<file path="src/rtl/timer_regs.sv">
// timer_regs: DMG timer block (DIV/TIMA/TMA/TAC) responding at BASE_ADDR..BASE_ADDR+3, with TIMA overflow/reload sequencing.
// Optional TIMER_DIV_GLITCH_EN: DIV/TAC writes that drop the selected tick bit produce a TIMA increment.
module timer_regs #(
  parameter logic [15:0] BASE_ADDR = 16'hFF04
) (
  input  logic        clk,
  input  logic        reset_n,
  input  logic [1:0]  t_cycle,
  input  logic [15:0] mem_addr,
  input  logic        mem_enable,
  input  logic        mem_write,
  input  logic [7:0]  mem_wdata,
  output logic [7:0]  mem_rdata,
  output logic        mem_hit,
  output logic        irq_timer
);
  typedef enum logic [1:0] {IDLE, PENDING, RELOAD} state_t;

  logic [15:0] sys_cnt;
  logic [7:0]  tima;
  logic [7:0]  tma;
  logic [2:0]  tac;
  state_t      state;
  logic [1:0]  k;
  logic        edge_prev;

  logic        wr_en;
  logic        wr_div;
  logic        wr_tima;
  logic        wr_tma;
  logic        wr_tac;
  logic [15:0] sys_cnt_next;
  logic [2:0]  tac_next;
  logic [7:0]  tma_next;
  logic        tick_in;
  logic        fall;
  logic        edge_next;

  function automatic logic tick_of(input logic [2:0] t, input logic [15:0] c);
    logic b;
    case (t[1:0])
      2'b00:   b = c[9];
      2'b01:   b = c[3];
      2'b10:   b = c[5];
      default: b = c[7];
    endcase
    return t[2] & b;
  endfunction

  assign mem_hit = mem_enable & (mem_addr[15:2] == BASE_ADDR[15:2]);
  assign wr_en   = mem_hit & mem_write & (t_cycle == 2'd3);
  assign wr_div  = wr_en & (mem_addr[1:0] == 2'd0);
  assign wr_tima = wr_en & (mem_addr[1:0] == 2'd1);
  assign wr_tma  = wr_en & (mem_addr[1:0] == 2'd2);
  assign wr_tac  = wr_en & (mem_addr[1:0] == 2'd3);

  always_comb begin
    mem_rdata = 8'hFF;
    if (mem_hit) begin
      case (mem_addr[1:0])
        2'd0:    mem_rdata = sys_cnt[15:8];
        2'd1:    mem_rdata = tima;
        2'd2:    mem_rdata = tma;
        default: mem_rdata = {5'b11111, tac};
      endcase
    end
  end

  assign sys_cnt_next = wr_div ? 16'd0 : sys_cnt + 16'd1;
  assign tac_next     = wr_tac ? mem_wdata[2:0] : tac;
  assign tma_next     = wr_tma ? mem_wdata : tma;
  assign tick_in      = tick_of(tac, sys_cnt);
  assign fall         = edge_prev & ~tick_in;

`ifdef TIMER_DIV_GLITCH_EN
  assign edge_next = tick_in;
`else
  // Seed the detector with the post-write tick so register writes never look like a falling edge.
  assign edge_next = (wr_div | wr_tac) ? tick_of(tac_next, sys_cnt_next) : tick_in;
`endif

  always_ff @(posedge clk or negedge reset_n) begin
    if (!reset_n) begin
      sys_cnt   <= 16'd0;
      tima      <= 8'd0;
      tma       <= 8'd0;
      tac       <= 3'd0;
      state     <= IDLE;
      k         <= 2'd0;
      edge_prev <= 1'b0;
      irq_timer <= 1'b0;
    end else begin
      sys_cnt   <= sys_cnt_next;
      tac       <= tac_next;
      tma       <= tma_next;
      edge_prev <= edge_next;
      irq_timer <= 1'b0;
      case (state)
        IDLE: begin
          if (wr_tima) begin
            tima <= mem_wdata;
          end else if (fall) begin
            tima <= tima + 8'd1;
            if (tima == 8'hFF) begin
              state <= PENDING;
              k     <= 2'd0;
            end
          end
        end
        PENDING: begin
          k <= k + 2'd1;
          if (wr_tima) begin
            tima  <= mem_wdata;
            state <= IDLE;
          end else if (k == 2'd3) begin
            tima      <= tma_next;
            irq_timer <= 1'b1;
            state     <= RELOAD;
          end else if (fall) begin
            tima <= tima + 8'd1;
          end
        end
        RELOAD: begin
          k <= k + 2'd1;
          // TIMA writes are dropped here; a TMA write lands in TIMA as well.
          if (wr_tma) begin
            tima <= mem_wdata;
          end else if (fall) begin
            tima <= tima + 8'd1;
          end
          if (k == 2'd3) begin
            state <= IDLE;
          end
        end
        default: begin
          state <= IDLE;
        end
      endcase
    end
  end
endmodule

</file>
<file path="config.mk">
export PLATFORM = sky130hd
export DESIGN_NAME = timer_regs
export DESIGN_NICKNAME = d
export VERILOG_FILES = /design/src/rtl/timer_regs.sv
export SDC_FILE = /design/constraint.sdc
export NUM_CORES = 1
export LEC_CHECK = 0
export ABC_AREA = 1
export CAP_MARGIN = 15
export CORE_ASPECT_RATIO = 1.25
export CORE_MARGIN = 5
export CORE_UTILIZATION = 39
export CTS_BUF_LIST = sky130_fd_sc_hd__clkbuf_16
export DETAILED_ROUTE_END_ITERATION = 12
export GPL_ROUTABILITY_DRIVEN = 0
export HOLD_SLACK_MARGIN = 0.03
export SLEW_MARGIN = 40
export SYNTH_ARGS = -nofsm -noshare
export SYNTH_HDL_FRONTEND = slang
export SYNTH_SLANG_ARGS = --single-unit
</file>
<file path="constraint.sdc">
create_clock -name clk -period 1.95 [get_ports clk]
set_input_delay 0.2925 -clock clk [delete_from_list [all_inputs] [get_ports clk]]
set_output_delay 0.2925 -clock clk [all_outputs]
set_load 0.02 [all_outputs]
</file>
==> results.py <==
metrics = {
    "pwr": {
        "power.leakage_nw": 2.58,
        "irDropWorstVdd_uv": 353,
        "power.total_mw": 4.18,
        "p_per_area_nw_per_um2": 920,
    },
    "sta": {
        "hold_viol_final": 0,
        "worst_hold_slack_ps": 53.8,
        "worst_pin_slew_ps": 709,
        "rsz0062_at_grt": "true",
        "slew_viol_final": 0,
        "period_needed_ps": 1860,
        "setup_tns_ps": 0,
        "finalSetupViolCount": 0,
        "skew_ps": 7.93,
        "fin_crit_sh_pct": 95.5,
        "worst_slack_ps": 87.9,
        "max_freq_ghz": 0.537,
        "slew-limit-headroom_pct": 52.7,
    },
    "setup_path": {
        "crit-reg2reg-launch": "sys_cnt[0]",
        "critPathArrivalTime_ps": 1570,
        "worstSetupEndpointType": "primary output",
        "worstSetupEndpoint": "mem_rdata[0]",
        "critical_path_class": "in -> out",
        "crit_start": "mem_addr[1]",
        "rr_worst_depth": 11,
        "r2r_slack_ps": 200,
        "cp.required_ps": 1660,
        "worstReg2RegEnd": "sys_cnt[14]",
        "crit_fanout": 8,
        "start_kind": "primary input",
    },
    "placement": {
        "pre_cts_slack_ps": -442,
        "place_hpwl_um": 7230,
        "portBuffers": 39,
        "dp_cells": 698,
        "dpl_cell_area_sq_um": 4110,
    },
    "clocking": {
        "cts_tree": "yes",
        "clk_latency_ps": 290,
        "cts_hold_buf": 0,
        "cts.sinks": 41,
        "cts-root-buf": "clkbuf_16",
        "cts_made_buffers": 5,
        "htree_levels": 2,
        "cts_buffer_depth": 2,
        "clk_pin_slew_ps": 70,
    },
    "final_layout": {
        "final_cell_area_sq_um": 4540,
        "fill_cells": 797,
        "fin_cells": 715,
        "postLayoutCoreUtil_pct": 54.8,
        "post_route_cells_drive_above_1_share_pct": 18.6,
        "fin_nets": 654,
        "synthToLayoutAreaGrowth_pct": 37.0,
        "antennaDiodeCount": 0,
    },
    "grt": {
        "grtUsageMet2_pct": 32.6,
        "grtUsageTotal_pct": 18.8,
        "antenna_found_initial": 0,
        "grt_pass1_wl_um": 16100,
        "busiest_layer": "met2",
        "met3_usage_pct": 3.52,
        "grt_pass1_vias": 3468,
        "grtUsageMet1_pct": 23.2,
        "grt_max_degree": 42,
        "grt.overflow.total": 0,
    },
    "synth": {
        "ys.flop_type": "dfrtp_1",
        "ys_top_cells_by_area": "dfrtp_1, nand2_1, inv_1",
        "ys_seq_area_share_pct": 30.9,
        "synth_edf_count": 0,
        "yosysTopAreaCell": "dfrtp_1",
        "ys_ff_latch": 41,
        "synthTopCellsByCount": "nand2_1, inv_1, nand3_1, dfrtp_1, a21oi_1",
        "synth_area_sq_um": 3320,
        "yosysMostFrequentCell": "nand2_1",
        "syn-num-nets": 566,
        "yosys_warnings": 0,
        "synthArstFlopShare_pct": 100,
        "ys_types": 33,
        "syn_area_per_cell_sq_um": 6.27,
        "syn_inst": 529,
        "yosysTopAreaCellShare_pct": 30.9,
    },
    "route": {
        "drt_iter0_drc": 215,
        "routed_wl_um": 10100,
        "drcViolationCount": 0,
        "num_vias": 3656,
        "vias_per_cell": 5.11,
        "first_pass_iters": 5,
        "postRouteAntennaNets": 0,
        "wl_per_cell_um": 14.2,
    },
    "die": {
        "die_h_um": 113,
        "core_area_sq_um": 8290,
        "start_util_pct": 40.0,
        "num_rows": 37,
        "die_w_um": 92.5,
        "ios": 40,
        "fp.dieArea_sq_um": 10500,
    },
    "job": {
        "drv_cap": 0,
    },
    "run_status": {
        "status": "finished clean",
    },
    "hold_path": {
        "hold_class": "in -> async",
    },
}
-- worst min-delay path by stage --
stage                       start        end  slack [ps]  cells after the start
after CTS                 reset_n     tma[2]         100                      2
after detailed placement  reset_n     tma[2]         410                      2
after global routing      reset_n     tma[2]         120                      2
final                     reset_n     tma[1]          50                      2
after floorplan           reset_n  edge_prev          -3                      0
after global placement    reset_n     tma[2]         400                      2
-- what timing repair did --
action | CTS | global route
endpoints found under the setup margin | 17 | 21
resized for setup | 41 | 50
setup buffers | 0 | 6
gates cloned | 1 | 2
pin swaps | 0 | 13
-- state kept, by name, indices dropped and copies added, names as in the netlist --
name       cells
edge_prev      1
irq_timer      1
tma            8
sys_cnt       16
tac            3
tima           8
k              2
state          2
-- cell usage in the layout, fill, tap and decap left out, types with 4 or more instances in the layout --
cell type	synthesis	layout
nand2_1	183	176
inv_1	92	90
nand3_1	63	60
buf_4	1	54
dfrtp_1	41	39
a21oi_1	33	31
nor2_1	28	23
dlymetal6s2s_1	0	16
clkdlybuf4s50_1	0	13
nand4_1	9	9
o21ai_0	9	9
nor2_2	4	8
o22ai_1	8	8
clkbuf_16	0	7
nand2_2	0	6
ha_1	7	6
nor3_1	5	5
buf_2	9	5
buf_12	2	5
inv_2	3	4
nand3_4	3	4
nand3b_1	4	4
-- worst max-delay path, cell delays in order --
cell and delay, ps:
clkdlybuf4s50_1 510, buf_4 130, nor2_2 40, buf_4 160, a21oi_1 150, o211ai_1 120
buf_4 180
-- area by class of cell --
type	instances	area [sq um]	share of cell area [%]
clock buffers	5	125	2.75
clock inverters	3	65.1	1.43
inverters	96	365	8.04
multi-input cells	375	1890	41.6
flip-flops and latches	41	1030	22.6
well taps	97	121	2.67
repair buffers	98	947	20.8
-- report_power, final --
group	leakage [nW]	internal, mW	switching [mW]
clock network	0.0938	0.732	0.360
registers	0.458	0.990	0.134
logic	2.03	0.766	1.20
total	2.58	2.49	1.69
-- routing by layer --
layer  vias up  share of wire (%)
met2       139                 49
met3        36                6.3
li1       1841                  -
met1      1640                 42
met4         0                3.3
met5         -                  0
-- cell families after synthesis --
kind of cell / count (synthesis) / share of synthesized area [%]
XOR/XNOR: 4 / 1.06
adder cells (fa/ha/maj): 7 / 2.64
flip-flops: 41 / 30.9
buffers and inverters: 114 / 14.6
AO/OA/AOI/OAI: 57 / 9.39
AND/OR/NAND/NOR: 306 / 41.4
(Power assumes the default switching activity.)
